==> src/rtl/vend_pkg.sv <==
// Shared definitions for the vending transaction controller: prices,
// item codes, one-hot item encodings, FSM states and change denominations.
package vend_pkg;

  localparam logic [7:0] DEF_PRICE_CHOC  = 8'd5;
  localparam logic [7:0] DEF_PRICE_CHIPS = 8'd10;
  localparam logic [7:0] DEF_PRICE_DRINK = 8'd20;
  localparam logic [7:0] DEF_PRICE_ICE   = 8'd50;
  localparam int         DEF_TIMEOUT_CYCLES = 1000;

  localparam logic [1:0] ITEM_CHOC  = 2'b00;
  localparam logic [1:0] ITEM_CHIPS = 2'b01;
  localparam logic [1:0] ITEM_DRINK = 2'b10;
  localparam logic [1:0] ITEM_ICE   = 2'b11;

  localparam logic [3:0] ITEM_OH_CHOC  = 4'b0001;
  localparam logic [3:0] ITEM_OH_CHIPS = 4'b0010;
  localparam logic [3:0] ITEM_OH_DRINK = 4'b0100;
  localparam logic [3:0] ITEM_OH_ICE   = 4'b1000;

  typedef enum logic [1:0] {
    IDLE   = 2'd0,
    CREDIT = 2'd1,
    VEND   = 2'd2,
    CHANGE = 2'd3
  } state_e;

  // Index 4 holds the largest coin, index 0 the smallest.
  localparam int NUM_DENOMS = 5;
  localparam logic [NUM_DENOMS-1:0][7:0] CHANGE_DENOMS =
    {8'd20, 8'd10, 8'd5, 8'd2, 8'd1};

  // Maps an item code onto the one-hot dispenser select lines.
  function automatic logic [3:0] itemOneHot(input logic [1:0] item);
    case (item)
      ITEM_CHOC:  return ITEM_OH_CHOC;
      ITEM_CHIPS: return ITEM_OH_CHIPS;
      ITEM_DRINK: return ITEM_OH_DRINK;
      default:    return ITEM_OH_ICE;
    endcase
  endfunction

endpackage

==> src/rtl/vend_txn_controller_if.sv <==
// Front-end / actuator signal bundle for the vending transaction controller.
// The slave side is the controller; the master side is the surrounding system.
interface vend_txn_controller_if;

  logic       coin_valid;
  logic [7:0] coin_value;
  logic       select_valid;
  logic [1:0] select;
  logic       cancel;
  logic       vend_done;
  logic       change_ack;

  logic       coin_accept;
  logic       coin_reject;
  logic       err_insufficient;
  logic       vend_req;
  logic [3:0] vend_item;
  logic       change_req;
  logic [7:0] change_coin;
  logic [7:0] credit;
  logic       busy;

  modport master (
    output coin_valid, coin_value, select_valid, select, cancel,
           vend_done, change_ack,
    input  coin_accept, coin_reject, err_insufficient, vend_req, vend_item,
           change_req, change_coin, credit, busy
  );

  modport slave (
    input  coin_valid, coin_value, select_valid, select, cancel,
           vend_done, change_ack,
    output coin_accept, coin_reject, err_insufficient, vend_req, vend_item,
           change_req, change_coin, credit, busy
  );

endinterface

==> src/rtl/vend_change_sel.sv <==
// Greedy change picker: returns the largest denomination not exceeding
// the given credit, or 0 when there is nothing left to pay.
module vend_change_sel
  import vend_pkg::*;
(
  input  logic [7:0] credit_i,
  output logic [7:0] coin_o
);

  // Walk denominations smallest to largest so the last fit is the largest.
  always_comb begin
    coin_o = '0;
    for (int i = 0; i < NUM_DENOMS; i++) begin
      if (credit_i >= CHANGE_DENOMS[i]) begin
        coin_o = CHANGE_DENOMS[i];
      end
    end
  end

endmodule

==> src/rtl/vend_txn_controller.sv <==
// Vending transaction sequencer: accumulates coin credit, arbitrates
// cancel/select/coin/timeout, runs the dispense handshake and then pays
// change one coin at a time through the hopper handshake.
module vend_txn_controller
  import vend_pkg::*;
#(
  parameter logic [7:0] PRICE_CHOC     = DEF_PRICE_CHOC,
  parameter logic [7:0] PRICE_CHIPS    = DEF_PRICE_CHIPS,
  parameter logic [7:0] PRICE_DRINK    = DEF_PRICE_DRINK,
  parameter logic [7:0] PRICE_ICE      = DEF_PRICE_ICE,
  parameter int         TIMEOUT_CYCLES = DEF_TIMEOUT_CYCLES
) (
  input logic                 clk,
  input logic                 rst,
  vend_txn_controller_if.slave bus
);

  localparam int TW = (TIMEOUT_CYCLES > 2) ? $clog2(TIMEOUT_CYCLES) : 1;
  localparam logic [TW-1:0] TIMEOUT_LAST = TW'(TIMEOUT_CYCLES - 1);

  state_e        state_q, state_d;
  logic [7:0]    credit_q, credit_d;
  logic [TW-1:0] tcnt_q, tcnt_d;
  logic          coin_accept_q, coin_accept_d;
  logic          coin_reject_q, coin_reject_d;
  logic          err_q, err_d;
  logic          vend_req_q, vend_req_d;
  logic [3:0]    vend_item_q, vend_item_d;
  logic          change_req_q, change_req_d;
  logic [7:0]    change_coin_q, change_coin_d;
  logic          busy_q, busy_d;

  logic [8:0]    coinSum;
  logic          coinFits;
  logic          coinEvent;
  logic [7:0]    selPrice;
  logic [7:0]    changeCoinNext;

  function automatic logic [7:0] priceOf(input logic [1:0] item);
    case (item)
      ITEM_CHOC:  return PRICE_CHOC;
      ITEM_CHIPS: return PRICE_CHIPS;
      ITEM_DRINK: return PRICE_DRINK;
      default:    return PRICE_ICE;
    endcase
  endfunction

  assign coinSum   = {1'b0, credit_q} + {1'b0, bus.coin_value};
  assign coinFits  = (coinSum <= 9'd255);
  assign coinEvent = bus.coin_valid && (bus.coin_value != 8'd0);
  assign selPrice  = priceOf(bus.select);

  // Change coin is picked from the credit that will hold after this edge,
  // so the denomination is ready in the same cycle CHANGE is entered.
  vend_change_sel u_change_sel (
    .credit_i (credit_d),
    .coin_o   (changeCoinNext)
  );

  // Next-state logic: event arbitration, credit bookkeeping and output pulses.
  always_comb begin
    state_d       = state_q;
    credit_d      = credit_q;
    tcnt_d        = tcnt_q;
    coin_accept_d = 1'b0;
    coin_reject_d = 1'b0;
    err_d         = 1'b0;
    vend_req_d    = vend_req_q;
    vend_item_d   = vend_item_q;

    case (state_q)
      IDLE: begin
        if (coinEvent) begin
          if (coinFits) begin
            credit_d      = coinSum[7:0];
            coin_accept_d = 1'b1;
            tcnt_d        = '0;
            state_d       = CREDIT;
          end else begin
            coin_reject_d = 1'b1;
          end
        end
      end

      CREDIT: begin
        if (bus.cancel) begin
          tcnt_d        = '0;
          coin_reject_d = coinEvent;
          state_d       = (credit_q != 8'd0) ? CHANGE : IDLE;
        end else if (bus.select_valid) begin
          tcnt_d        = '0;
          coin_reject_d = coinEvent;
          if (credit_q >= selPrice) begin
            credit_d    = credit_q - selPrice;
            vend_req_d  = 1'b1;
            vend_item_d = itemOneHot(bus.select);
            state_d     = VEND;
          end else begin
            err_d = 1'b1;
          end
        end else if (coinEvent) begin
          tcnt_d = '0;
          if (coinFits) begin
            credit_d      = coinSum[7:0];
            coin_accept_d = 1'b1;
          end else begin
            coin_reject_d = 1'b1;
          end
        end else if (tcnt_q == TIMEOUT_LAST) begin
          tcnt_d  = '0;
          state_d = (credit_q != 8'd0) ? CHANGE : IDLE;
        end else begin
          tcnt_d = tcnt_q + TW'(1);
        end
      end

      VEND: begin
        coin_reject_d = coinEvent;
        if (bus.vend_done) begin
          vend_req_d  = 1'b0;
          vend_item_d = 4'b0000;
          state_d     = (credit_q != 8'd0) ? CHANGE : IDLE;
        end
      end

      CHANGE: begin
        coin_reject_d = coinEvent;
        if (bus.change_ack) begin
          credit_d = credit_q - change_coin_q;
          if (credit_d == 8'd0) begin
            state_d = IDLE;
          end
        end
      end

      default: state_d = IDLE;
    endcase

    change_req_d  = (state_d == CHANGE);
    change_coin_d = (state_d == CHANGE) ? changeCoinNext : 8'd0;
    busy_d        = (state_d == VEND) || (state_d == CHANGE);
  end

  // State and output registers with synchronous reset.
  always_ff @(posedge clk) begin
    if (rst) begin
      state_q       <= IDLE;
      credit_q      <= '0;
      tcnt_q        <= '0;
      coin_accept_q <= 1'b0;
      coin_reject_q <= 1'b0;
      err_q         <= 1'b0;
      vend_req_q    <= 1'b0;
      vend_item_q   <= '0;
      change_req_q  <= 1'b0;
      change_coin_q <= '0;
      busy_q        <= 1'b0;
    end else begin
      state_q       <= state_d;
      credit_q      <= credit_d;
      tcnt_q        <= tcnt_d;
      coin_accept_q <= coin_accept_d;
      coin_reject_q <= coin_reject_d;
      err_q         <= err_d;
      vend_req_q    <= vend_req_d;
      vend_item_q   <= vend_item_d;
      change_req_q  <= change_req_d;
      change_coin_q <= change_coin_d;
      busy_q        <= busy_d;
    end
  end

  assign bus.coin_accept      = coin_accept_q;
  assign bus.coin_reject      = coin_reject_q;
  assign bus.err_insufficient = err_q;
  assign bus.vend_req         = vend_req_q;
  assign bus.vend_item        = vend_item_q;
  assign bus.change_req       = change_req_q;
  assign bus.change_coin      = change_coin_q;
  assign bus.credit           = credit_q;
  assign bus.busy             = busy_q;

endmodule

==> src/flat_wrapper.sv <==
// flat-port wrapper written by rule: the top's interface ports become plain ports
module vend_txn_controller_flat import vend_pkg::*;
#(
  parameter logic [7:0] PRICE_CHOC     = DEF_PRICE_CHOC,
  parameter logic [7:0] PRICE_CHIPS    = DEF_PRICE_CHIPS,
  parameter logic [7:0] PRICE_DRINK    = DEF_PRICE_DRINK,
  parameter logic [7:0] PRICE_ICE      = DEF_PRICE_ICE,
  parameter int         TIMEOUT_CYCLES = DEF_TIMEOUT_CYCLES
)
  (clk, rst, bus_coin_valid, bus_coin_value, bus_select_valid, bus_select, bus_cancel, bus_vend_done, bus_change_ack, bus_coin_accept, bus_coin_reject, bus_err_insufficient, bus_vend_req, bus_vend_item, bus_change_req, bus_change_coin, bus_credit, bus_busy);
  vend_txn_controller_if bus_i ();
  input logic clk;
  input logic rst;
  input wire logic [$bits(bus_i.coin_valid)-1:0] bus_coin_valid;
  input wire logic [$bits(bus_i.coin_value)-1:0] bus_coin_value;
  input wire logic [$bits(bus_i.select_valid)-1:0] bus_select_valid;
  input wire logic [$bits(bus_i.select)-1:0] bus_select;
  input wire logic [$bits(bus_i.cancel)-1:0] bus_cancel;
  input wire logic [$bits(bus_i.vend_done)-1:0] bus_vend_done;
  input wire logic [$bits(bus_i.change_ack)-1:0] bus_change_ack;
  output wire logic [$bits(bus_i.coin_accept)-1:0] bus_coin_accept;
  output wire logic [$bits(bus_i.coin_reject)-1:0] bus_coin_reject;
  output wire logic [$bits(bus_i.err_insufficient)-1:0] bus_err_insufficient;
  output wire logic [$bits(bus_i.vend_req)-1:0] bus_vend_req;
  output wire logic [$bits(bus_i.vend_item)-1:0] bus_vend_item;
  output wire logic [$bits(bus_i.change_req)-1:0] bus_change_req;
  output wire logic [$bits(bus_i.change_coin)-1:0] bus_change_coin;
  output wire logic [$bits(bus_i.credit)-1:0] bus_credit;
  output wire logic [$bits(bus_i.busy)-1:0] bus_busy;
  assign bus_i.coin_valid = bus_coin_valid;
  assign bus_i.coin_value = bus_coin_value;
  assign bus_i.select_valid = bus_select_valid;
  assign bus_i.select = bus_select;
  assign bus_i.cancel = bus_cancel;
  assign bus_i.vend_done = bus_vend_done;
  assign bus_i.change_ack = bus_change_ack;
  assign bus_coin_accept = bus_i.coin_accept;
  assign bus_coin_reject = bus_i.coin_reject;
  assign bus_err_insufficient = bus_i.err_insufficient;
  assign bus_vend_req = bus_i.vend_req;
  assign bus_vend_item = bus_i.vend_item;
  assign bus_change_req = bus_i.change_req;
  assign bus_change_coin = bus_i.change_coin;
  assign bus_credit = bus_i.credit;
  assign bus_busy = bus_i.busy;
  vend_txn_controller #(.PRICE_CHOC(PRICE_CHOC), .PRICE_CHIPS(PRICE_CHIPS), .PRICE_DRINK(PRICE_DRINK), .PRICE_ICE(PRICE_ICE), .TIMEOUT_CYCLES(TIMEOUT_CYCLES)) u_core (.clk(clk), .rst(rst), .bus(bus_i));
endmodule
==> config.mk <==
export PLATFORM = sky130hd
export DESIGN_NAME = vend_txn_controller_flat
export DESIGN_NICKNAME = d
export VERILOG_FILES = /design/src/rtl/vend_pkg.sv /design/src/rtl/vend_txn_controller_if.sv /design/src/rtl/vend_change_sel.sv /design/src/rtl/vend_txn_controller.sv /design/src/flat_wrapper.sv
export SDC_FILE = /design/constraint.sdc
export NUM_CORES = 1
export LEC_CHECK = 0
export CAP_MARGIN = 15
export CORE_MARGIN = 2
export CORE_UTILIZATION = 51
export DETAILED_ROUTE_END_ITERATION = 7
export HOLD_SLACK_MARGIN = 0.12
export PLACE_DENSITY = 0.78
export SKIP_CTS_REPAIR_TIMING = 1
export SYNTH_ARGS = -nofsm -noshare
export SYNTH_HDL_FRONTEND = slang
export SYNTH_SLANG_ARGS = --single-unit
==> constraint.sdc <==
create_clock -name clk -period 3.24 [get_ports clk]
set_clock_uncertainty 0.05 [all_clocks]
set_input_delay 0.648 -clock clk [delete_from_list [all_inputs] [get_ports clk]]
set_output_delay 0.648 -clock clk [all_outputs]
set_load 0.03 [all_outputs]
# Word level (Yosys, flattened, before mapping)
# Cells that the tools add are included.
# word_totals
in_bits	17
output_inout_bits	26
register_bits	38
word_cells	113
# classes
eq_ne	14
reduce_logical	17
n_bitwise	3
mux	54
order_cmp	7
add_sub_neg	4
# ops
op	n
two-way mux 10 bit	6
two-way mux 8 bit	6
one-hot mux 8 bit (3 select lines)	1
two-way mux 2 bit	11
two-way mux 5 bit	4
one-hot mux 10 bit (2 select lines)	1
one-hot mux 6 bit (3 select lines)	1
two-way mux 4 bit	4
nonzero test 8 bit	2
two-way mux 1 bit	14
one-hot mux 4 bit (3 select lines)	1
adder 10 x 1 -> 10 bit, second input constant	1
== test 10 bit, second input constant	1
== test 2 bit, second input constant	5
adder 8 x 8 -> 9 bit	1
<= comparator 9 x 8 -> 1 bit, second input constant	1
>= comparator 8 x 1 -> 1 bit, second input constant	1
>= comparator 8 x 2 -> 1 bit, second input constant	1
>= comparator 8 x 3 -> 1 bit, second input constant	1
>= comparator 8 x 4 -> 1 bit, second input constant	1
>= comparator 8 x 5 -> 1 bit, second input constant	1
>= comparator 8 x 6 -> 1 bit	1
logical NOT 8 bit	1
one-hot mux 2 bit (4 select lines)	1
other kinds (19)	31

# Depth between registers and ports, before layout
# depth
ltp_word	13
depth_mapped	12
depth_no_buf	12

# Cells and area by module
# Synthesis repeated with hierarchy kept, for this count alone.
# hier_totals
cells_unflattened	464
area_unflattened_um2	3494.6
# by_module_without_submodules
mod	area_per_inst_um2	seq_area_each_um2	cells_per_inst	instances
vend_txn_controller	3358.2	740.7	442	1
vend_change_sel	136.4	0.0	22	1

# Least setup slack after synthesis
# OpenSTA, ideal clock, no wires.
# synth_path
kind	in2reg
start	in bus_coin_value[0]
end	reg u_core.change_coin_q[1], in the netlist u_core.bus.change_coin[1]
cell_stages	10
setup_time_ns	0.112
setup_slack_ns	-0.128
arrival_time_ns	3.206
n_path_buf	0
required_ns	3.078
cell_sequence	ha_1 fa_1 a211oi_2 o21ai_2 a21o_4 or2_1 or3_1 a31oi_1 o21ai_0 a2111oi_1
# synth_via
elab_chain_cells	11
word_cells_on_any_way	25
cone_classes	add/sub (1); order compare (5); eq/ne (1); mux (14); bitwise (1); reduce/logical (3)
# synth_rtl
item	line	rtl
from (decl)	flat_wrapper.sv:15	input wire logic [$bits(bus_i.coin_value)-1:0] bus_coin_value;
adder 8 x 8 -> 9 bit	vend_txn_controller.sv:48	assign coinSum = {1'b0, credit_q} + {1'b0, bus.coin_value};
<= comparator 9 x 8 -> 1 bit	vend_txn_controller.sv:49	assign coinFits = (coinSum <= 9'd255);
two-way mux 8 bit	vend_txn_controller.sv:74, vend_txn_controller.sv:103	
two-way mux 8 bit	vend_txn_controller.sv:73	if (coinEvent) begin
two-way mux 8 bit	vend_txn_controller.sv:90	end else if (bus.select_valid) begin
two-way mux 8 bit	vend_txn_controller.sv:86	if (bus.cancel) begin
one-hot mux 8 bit (3 select lines)	vend_txn_controller.sv:71	case (state_q)
>= comparator 8 x 2 -> 1 bit	vend_change_sel.sv:14	if (credit_i >= CHANGE_DENOMS[i]) begin
two-way mux 5 bit (3 in a row)	vend_change_sel.sv:14	
to (signal assigned)	vend_txn_controller.sv:168	change_coin_q <= change_coin_d;
to (decl)	vend_txn_controller.sv:30	logic [7:0] change_coin_q, change_coin_d;
# Parallel ways exist; a longest one is shown, timed or not.
# A chain may end at the register's enable or synchronous reset.

# Worst setup path in the final report
# Ends and elaborated chain as after synthesis.

==> impl_metrics.py <==
metrics = {
    "synth": {
        "synthesis.area_um2": 3230,
        "synth_edf_count": 0,
        "synth-xor-area-share_pct": 4.07,
        "yosys.area_share.simple_pct": 23.9,
        "synthAdderAreaFrac_pct": 9.60,
        "synth_compound_area_share_pct": 32.7,
        "synth_cells": 421,
        "synth_area_leaders": "dfxtp_1, ha_1, nor2_1",
        "yosys_warnings": 0,
        "ys.flop_type": "dfxtp_1",
        "async_reset_ff_share_pct": 0,
        "yosys.area.top_type": "dfxtp_1",
        "netlist.area_leader.share_pct": 21.7,
        "muxShareOfSynthArea_pct": 1.74,
        "syn_area_per_cell_um2": 7.67,
        "ys_seq_area_share_pct": 21.7,
        "synth_top_family_by_area": "compound AO/OA/AOI/OAI gates",
        "ys_ff_latch": 35,
        "synth_cell_types": 76,
    },
    "critical_path": {
        "r2r_cells": 13,
        "worst-setup-path-type": "input port to register",
        "crit_path_end_kind": "register",
        "worstPathMaxFanout": 4,
        "required_ns": 3.38,
        "r2r-end": "u_core.bus.change_coin[1]$_SDFF_PP0_",
        "r2r-start": "u_core.bus.credit[0]$_SDFF_PP0_",
        "r2r_setup_slack_ns": 0.08,
        "critPathLaunchType": "input port",
        "arrival_ns": 3.31,
    },
    "global_routing": {
        "grt_max_degree": 21,
        "first_global_vias": 3725,
        "overflow": 0,
        "grt_pass1_wl_um": 17600,
        "track_usage_pct": 30.7,
        "antenna_found_initial": 0,
    },
    "timing": {
        "rsz0062_at_grt": "true",
        "fin_crit_sh_pct": 97.8,
        "final_max_slew_viol_count": 0,
        "worstMarginPinSlew_ns": 0.663,
        "finalSetupTns_ns": 0,
        "post-route-min-period_ns": 3.17,
        "slew_headroom_pct": 55.2,
        "fmax_mhz": 315,
        "setup_violations": 0,
        "hold_violations": 0,
    },
    "placed_design": {
        "numPlacedInstances": 609,
        "io_buffer_count": 39,
        "finalWeightedCongestion": 0.951,
        "place_hpwl_um": 8320,
    },
    "power_and_ir_drop": {
        "finalPower_mw": 5.17,
        "pwr_density_cell_nw_per_um2": 1070,
        "vdd_drop_max_mv": 0.720,
        "p_leak_nw": 1.94,
    },
    "layout": {
        "final_net_count": 585,
        "drive_gt1_share_pct": 34.2,
        "utilization_pct": 80.3,
        "layout.cells.non_filler": 621,
        "area_growth_pct": 49.7,
        "num_antenna_cells": 0,
        "fillers": 409,
    },
    "clocking": {
        "cts.reportedPaths.clkPinSlew_ns": 0.07,
        "cts_root_buffer": "clkbuf_8",
        "clock_latency_ns": 0.30,
        "cts_inserted_buffers": 5,
        "cts-htree-levels": 2,
        "clock_sinks": 35,
        "cts.path.max_buffers": 2,
        "cts_tree": "yes",
    },
    "floorplan": {
        "die_height_um": 83.6,
        "pin_count": 43,
        "row_count": 28,
        "start_util_pct": 53.6,
        "die_area_um2": 6990,
        "coreArea_um2": 6030,
        "fp.dieW_um": 83.6,
    },
    "route": {
        "drt_iter0_drc": 340,
        "drtAntennaViolNets": 0,
        "wl_um": 11600,
        "dr.pass1.iters": 5,
        "drc": 0,
        "viasPerCell": 6.29,
        "wire_per_inst_um": 18.6,
        "route.vias.total": 3903,
    },
    "status": {
        "outcome": "finished clean",
    },
    "min_path": {
        "whs_endpoint": "u_core.bus.vend_req$_SDFFE_PP0P_",
        "min_path_type": "register to register",
        "min_path_cells": 2,
        "worstHoldStart": "u_core.bus.vend_req$_SDFFE_PP0P_",
    },
    "job": {
        "cap_viol_max_count": 0,
    },
}
-- stage by stage --
step	hold slack, ns	cell area [µm²]	worst slack (ns)
after global placement	0.393	4350	-0.699
after global routing	0.451	4840	-0.111
after detailed placement	0.403	4350	-0.767
after floorplan	0.408	3280	0.0164
after CTS	0.417	4440	-0.490
final	0.411	4840	0.0697
-- layout make-up --
type,instances,area [µm²],area share (%)
clock buffer,6,72.6,1.50
inverter,22,82.6,1.71
sequential,35,704,14.6
clock inverter,2,12.5,0.259
multi-input combinational,344,2740,56.7
timing repair buffer,137,1130,23.3
tap,75,93.8,1.94
-- critical path, stage by stage --
cell and delay [ns]:
clkbuf_2 0.12, ha_4 0.17, fa_2 0.36, a211oi_4 0.29
o21ai_4 0.13, buf_4 0.16, buf_4 0.12, a211oi_1 0.29
o221a_2 0.27, o31ai_4 0.09, a31oi_4 0.20, o21ai_2 0.09
a2111oi_2 0.37
-- synth_stat cells (all sizes together), types with 8 or more instances --
cell / count
ha: 20
nand2: 23
inv: 22
o21ai: 34
xnor2: 11
dfxtp: 35
a31oi: 12
a211oi: 8
nand3: 11
clkbuf: 16
and3: 8
nor4: 9
a21oi: 33
nor3: 12
nor2: 50
-- layout by cell type (no fill, tap or decap), types with 9 or more instances in the layout --
master,netlist,routed
a31oi_1,12,9
xnor2_1,11,10
inv_1,22,22
nand2_1,23,23
clkdlybuf4s50_1,0,29
buf_4,3,98
a21oi_1,31,29
nor2_1,50,47
ha_1,20,11
nand3_1,11,9
dfxtp_1,35,32
o21ai_0,28,22
nor3_1,12,12
-- registers in the layout (all words and copies together), names as in the netlist --
name / flops
u_core.bus.credit: 8
u_core.bus.coin_accept: 1
u_core.bus.busy: 1
u_core.bus.change_req: 1
u_core.tcnt_q: 10
u_core.bus.change_coin: 5
u_core.bus.coin_reject: 1
u_core.bus.vend_item: 4
u_core.bus.err_insufficient: 1
u_core.bus.vend_req: 1
u_core.state_q: 2
-- routing by layer --
metal,routed length (µm),vias up,GRT usage [%],share of wire (%)
met3,811,48,4.75,7.0
met5,0,-,0,0
met4,518,0,11.6,4.5
met2,5490,203,51.9,47
met1,4760,1805,39.2,41
li1,-,1847,-,-
-- worst max-delay path by stage --
stage                            startpoint                                   end  slack, ns
final                     bus_coin_value[0]  u_core.bus.change_coin[1]$_SDFF_PP0_       0.07
after global routing          bus_select[0]  u_core.bus.change_coin[1]$_SDFF_PP0_      -0.11
after CTS                     bus_select[0]  u_core.bus.change_coin[1]$_SDFF_PP0_      -0.49
after detailed placement      bus_select[0]  u_core.bus.change_coin[1]$_SDFF_PP0_      -0.77
after global placement        bus_select[0]  u_core.bus.change_coin[1]$_SDFF_PP0_      -0.70
after floorplan           bus_coin_value[0]  u_core.bus.change_coin[2]$_SDFF_PP0_       0.02
-- cell families (layout without fill, tap and decap cells) --
group	count (synthesis)	in the layout
AO/OA/AOI/OAI	147	147
XOR/XNOR	15	15
adder cells (fa/ha/maj)	23	23
buffers and inverters	44	167
flip-flops	35	35
multiplexers	5	5
other	1	3
AND/OR/NAND/NOR	151	151
-- power by group --
part           switching [mW]  internal (mW)  leakage [nW]
Sequential              0.148          0.516         0.285
Combinational            2.23           1.95          1.62
Clock                   0.172          0.150        0.0412
Power figures use the tool's default switching activity.
==> edit 1, RTL diff (same flow settings) <==
`NUM_DENOMS`: 5 -> 6.
--- a/src/rtl/vend_pkg.sv
+++ b/src/rtl/vend_pkg.sv
@@ -26,7 +26,7 @@
   } state_e;
 
   // Index 4 holds the largest coin, index 0 the smallest.
-  localparam int NUM_DENOMS = 5;
+  localparam int NUM_DENOMS = 6;
   localparam logic [NUM_DENOMS-1:0][7:0] CHANGE_DENOMS =
     {8'd20, 8'd10, 8'd5, 8'd2, 8'd1};
 
Formal check against the unedited RTL: not equivalent (Yosys sat finds a counterexample within 4 cycles, from zero or initial values and one cycle with rst high).
==> edit 1 against the unedited design <==
Area after synthesis down 32%; cell area is 45% lower; global-route usage down 9.1 points; worst setup slack improved by 0.16 ns; total power shrank 55%; sequential cell count fell by 5; non-clock buffer count decreased by 95; routed wire length down 57%; maximum frequency grew 5.4%; critical path depth is 4 lower; critical endpoint is now u_core.tcnt_q[7]; largest power group unchanged.
==> edit 1: results <==
{
  "status": "complete, no violations",
  "drive_gt1_share_pct": 11.8,
  "layout.filler_cells": 369,
  "multi_input_area_sq_um": 1480,
  "cts.sinks": 30,
  "netlist_instances": 263,
  "routabilityCongestion": 0.796,
  "multi_input_comb_cells": 212,
  "clkCellAreaFrac_pct": 3.41,
  "ys.flop_type": "dfxtp_1",
  "numCtsBuffers": 5,
  "regArea_sq_um": 601,
  "htree_levels": 2,
  "port_buffers": 34,
  "hpwlAfterDp_um": 3780,
  "clk_pin_slew_ns": 0.06,
  "viasPerCell": 5.78,
  "synth_mux_area_share_pct": 0.912,
  "nNetsFinal": 337,
  "insertion_delay_ns": 0.28,
  "synthDistinctLibCells": 64,
  "worst-path-max-fanout": 10,
  "drt_iter0_markers": 149,
  "synth-compound-area-share_pct": 25.4,
  "synthMostInstantiatedCell": "nor2_1",
  "hp-class": "flip-flop to flip-flop",
  "finalWirelength_um": 5030,
  "largest_register_ff_count": 10,
  "yosys_warnings": 0,
  "leakage_nw": 1.03,
  "grt_pass1_wl_um": 8630,
  "cpLargestDelayFamily": "compound AO/OA/AOI/OAI gates",
  "grt_max_degree": 23,
  "fin_cells": 354,
  "synthAdderAreaFrac_pct": 10.4,
  "antennaDiodeCount": 0,
  "buffers": 42,
  "ys_seq_area_share_pct": 27.4,
  "nWellTaps": 50,
  "dr.pass1.iters": 4,
  "p_sw_share_pct": 46.7,
  "slowest_delay_ns": 0.43,
  "grtUsageTotal_pct": 21.6,
  "critPathSlowestCell": "clkdlybuf4s50_1",
  "post_synth_main_area_contributors": "dfxtp_1, ha_1, xnor2_1",
  "clockBufferCount": 7,
  "buf_share_pct": 15.0,
  "dp_slack_ns": -0.0481,
  "synth_xor_area_share_pct": 6.38,
  "ir_worst_vdd_v": 0.000548,
  "inverters": 12,
  "async_reset_ff_share_pct": 0,
  "maxSlewHeadroom_pct": 45.9,
  "yosys-top-cells-count": "nor2_1, dfxtp_1, a21oi_1",
  "utilization_pct": 66.0,
  "post_dp_cell_area_sq_um": 2580,
  "grt_pass1_vias": 1844,
  "cp.arrival_ns": 3.12
}
[edit 1: final timing paths]
check | start | to | slack (ns) | depth (start not counted)
max | bus_coin_value[0] | u_core.tcnt_q[7] | 0.23 | 9
min | u_core.bus.vend_req | u_core.bus.vend_req | 0.41 | 2
max reg2reg | u_core.bus.credit[0] | u_core.tcnt_q[7] | 0.64 | 8
min reg2reg | u_core.bus.vend_req | u_core.bus.vend_req | 0.41 | 2
[edit 1: power by group through the flow]
stage / sequential [mW] / combinational [mW] / clock [mW]
4_1_cts: 0.577 / 1.44 / 0.315
3_3_place_gp: 0.582 / 1.41 / 0
6_report: 0.580 / 1.45 / 0.308
2_1_floorplan: 0.651 / 0.990 / 0
5_1_grt: 0.594 / 1.59 / 0.334
3_5_place_dp: 0.584 / 1.42 / 0
[edit 1: routing by layer]
metal	vias to the layer above	GRT usage (%)	share of wire (%)
met5	-	0	0
met4	0	7.26	1.3
met3	7	4.22	6.3
met2	62	31.8	44
met1	937	31.5	49
li1	1039	-	-
==> edit 2, RTL diff (same settings) <==
Without the edit above. Encoding of `state_e`: now Gray code (2 bits for 4 states).
--- a/src/rtl/vend_pkg.sv
+++ b/src/rtl/vend_pkg.sv
@@ -19,10 +19,10 @@
   localparam logic [3:0] ITEM_OH_ICE   = 4'b1000;
 
   typedef enum logic [1:0] {
-    IDLE   = 2'd0,
-    CREDIT = 2'd1,
-    VEND   = 2'd2,
-    CHANGE = 2'd3
+    IDLE   = 2'b00,
+    CREDIT = 2'b01,
+    VEND   = 2'b11,
+    CHANGE = 2'b10
   } state_e;
 
   // Index 4 holds the largest coin, index 0 the smallest.
Check against the original RTL: no difference found for any inputs over 4 cycles, from zero or initial values and one cycle with rst high; so few cycles prove little.
==> edit 2 against the unedited design <==
The run now ends with setup timing left; cell area grew 7.9%; cell count grew 6.9%; routed wire length grew 14%; area after synthesis grew 4.8%; total power grew 4.6%; non-clock buffer count grew 20; register-to-register slack lost 0.13 ns; worst setup slack lost 0.16 ns; sequential cell count is the same; largest cell class unchanged.
==> edit 2: results <==
{
  "status": "finished, violations left",
  "violations": "setup timing",
  "grt_pass1_vias": 3869,
  "slowest_delay_ns": 0.40,
  "switching_power_mw": 2.61,
  "hp-start": "u_core.bus.vend_item[1]",
  "avgSynthCellArea_sq_um": 7.66,
  "ys_seq_area_share_pct": 20.7,
  "worst-path-max-fanout": 6,
  "grt_pass1_wl_um": 19000,
  "regToRegSetupSlack_ns": -0.05,
  "maxSlewHeadroom_pct": 52.2,
  "seqPwrFrac_pct": 11.6,
  "drive_gt1_share_pct": 34.2,
  "cp.arrival_ns": 3.47,
  "whs_ns": 0.444,
  "dr.pass1.iters": 7,
  "power_mw": 5.40,
  "setup_tns_ns": -0.347,
  "nNetsFinal": 627,
  "setup_violations": 4,
  "dr_wl_met3_um": 1190,
  "whs_endpoint": "u_core.bus.vend_item[1]",
  "critPathSlowestCell": "fa_2",
  "drt_iter0_markers": 622,
  "wl_met1_um": 5230,
  "r2r_cells": 15,
  "post-place-cells": 640,
  "routedWlPerCell_um": 19.8,
  "pg_comb_mw": 4.38,
  "grt_max_degree": 22,
  "hpwlAfterDp_um": 9100,
  "async_reset_ff_share_pct": 0,
  "fin_cells": 664,
  "leakage_nw": 2.12,
  "vias": 4395,
  "ir_worst_vdd_v": 0.000735,
  "routabilityCongestion": 0.999,
  "post_synth_main_area_contributors": "dfxtp_1, ha_1, a21oi_1",
  "setup_slack_ns": -0.0944,
  "synthDistinctLibCells": 78,
  "wl_met2_um": 6150,
  "grtUsageTotal_pct": 32.5,
  "yosys-top-cells-count": "nor2_1, a21oi_1, dfxtp_1",
  "post_dp_cell_area_sq_um": 4570
}
==> edit 2: changes by cell type in the layout (fill, tap and decap cells not counted), sizes merged, moves of 5 or more <==
cell   change
buf       +21
a31oi      -7
o21ai      -5
a21oi     +10
nand2      +6
xnor2      -6
==> edit 2: cell type report <==
cell class,instances,area [sq um]
Tap cell,77,96.3
Fill cell,409,1170
Inverter,22,82.6
Timing Repair Buffer,157,1330
Sequential cell,35,703
Clock buffer,5,68.8
Multi-Input combinational cell,366,2900
Clock inverter,2,37.5
==> edit 2: how the worst max path moves through the flow <==
stage | startpoint | to | slack (ns) | depth (start not counted)
final | bus_select[1] | u_core.bus.change_coin[1] | -0.09 | 15
after detailed placement | bus_select[0] | u_core.bus.change_coin[0] | -0.79 | 13
after global placement | bus_select[0] | u_core.bus.change_coin[0] | -0.66 | 13
after floorplan | bus_coin_value[0] | u_core.bus.change_coin[0] | 0.01 | 11
after CTS | bus_select[0] | u_core.bus.change_coin[0] | -0.57 | 13
after global routing | bus_select[1] | u_core.bus.change_coin[0] | -0.18 | 14
==> edit 2: logic make-up (layout without fill, tap and decap cells) <==
kind of cell / after synthesis / count (layout) / share of synthesized area, %
buffers and inverters: 43 / 186 / 5.61
multiplexers: 7 / 7 / 2.18
AO/OA/AOI/OAI: 153 / 153 / 33.3
flip-flops: 35 / 35 / 20.7
other: 1 / 3 / 0.111
AND/OR/NAND/NOR: 169 / 169 / 26.1
XOR/XNOR: 11 / 11 / 2.84
adder cells (fa/ha/maj): 23 / 23 / 9.16
==> edit 2: routing by layer <==
| layer | up-vias | global-route usage [%] |
|---|---|---|
| met2 | 287 | 55.0 |
| met4 | 0 | 9.81 |
| met5 | - | 0 |
| met3 | 73 | 5.97 |
| met1 | 2068 | 42.3 |
| li1 | 1967 | - |
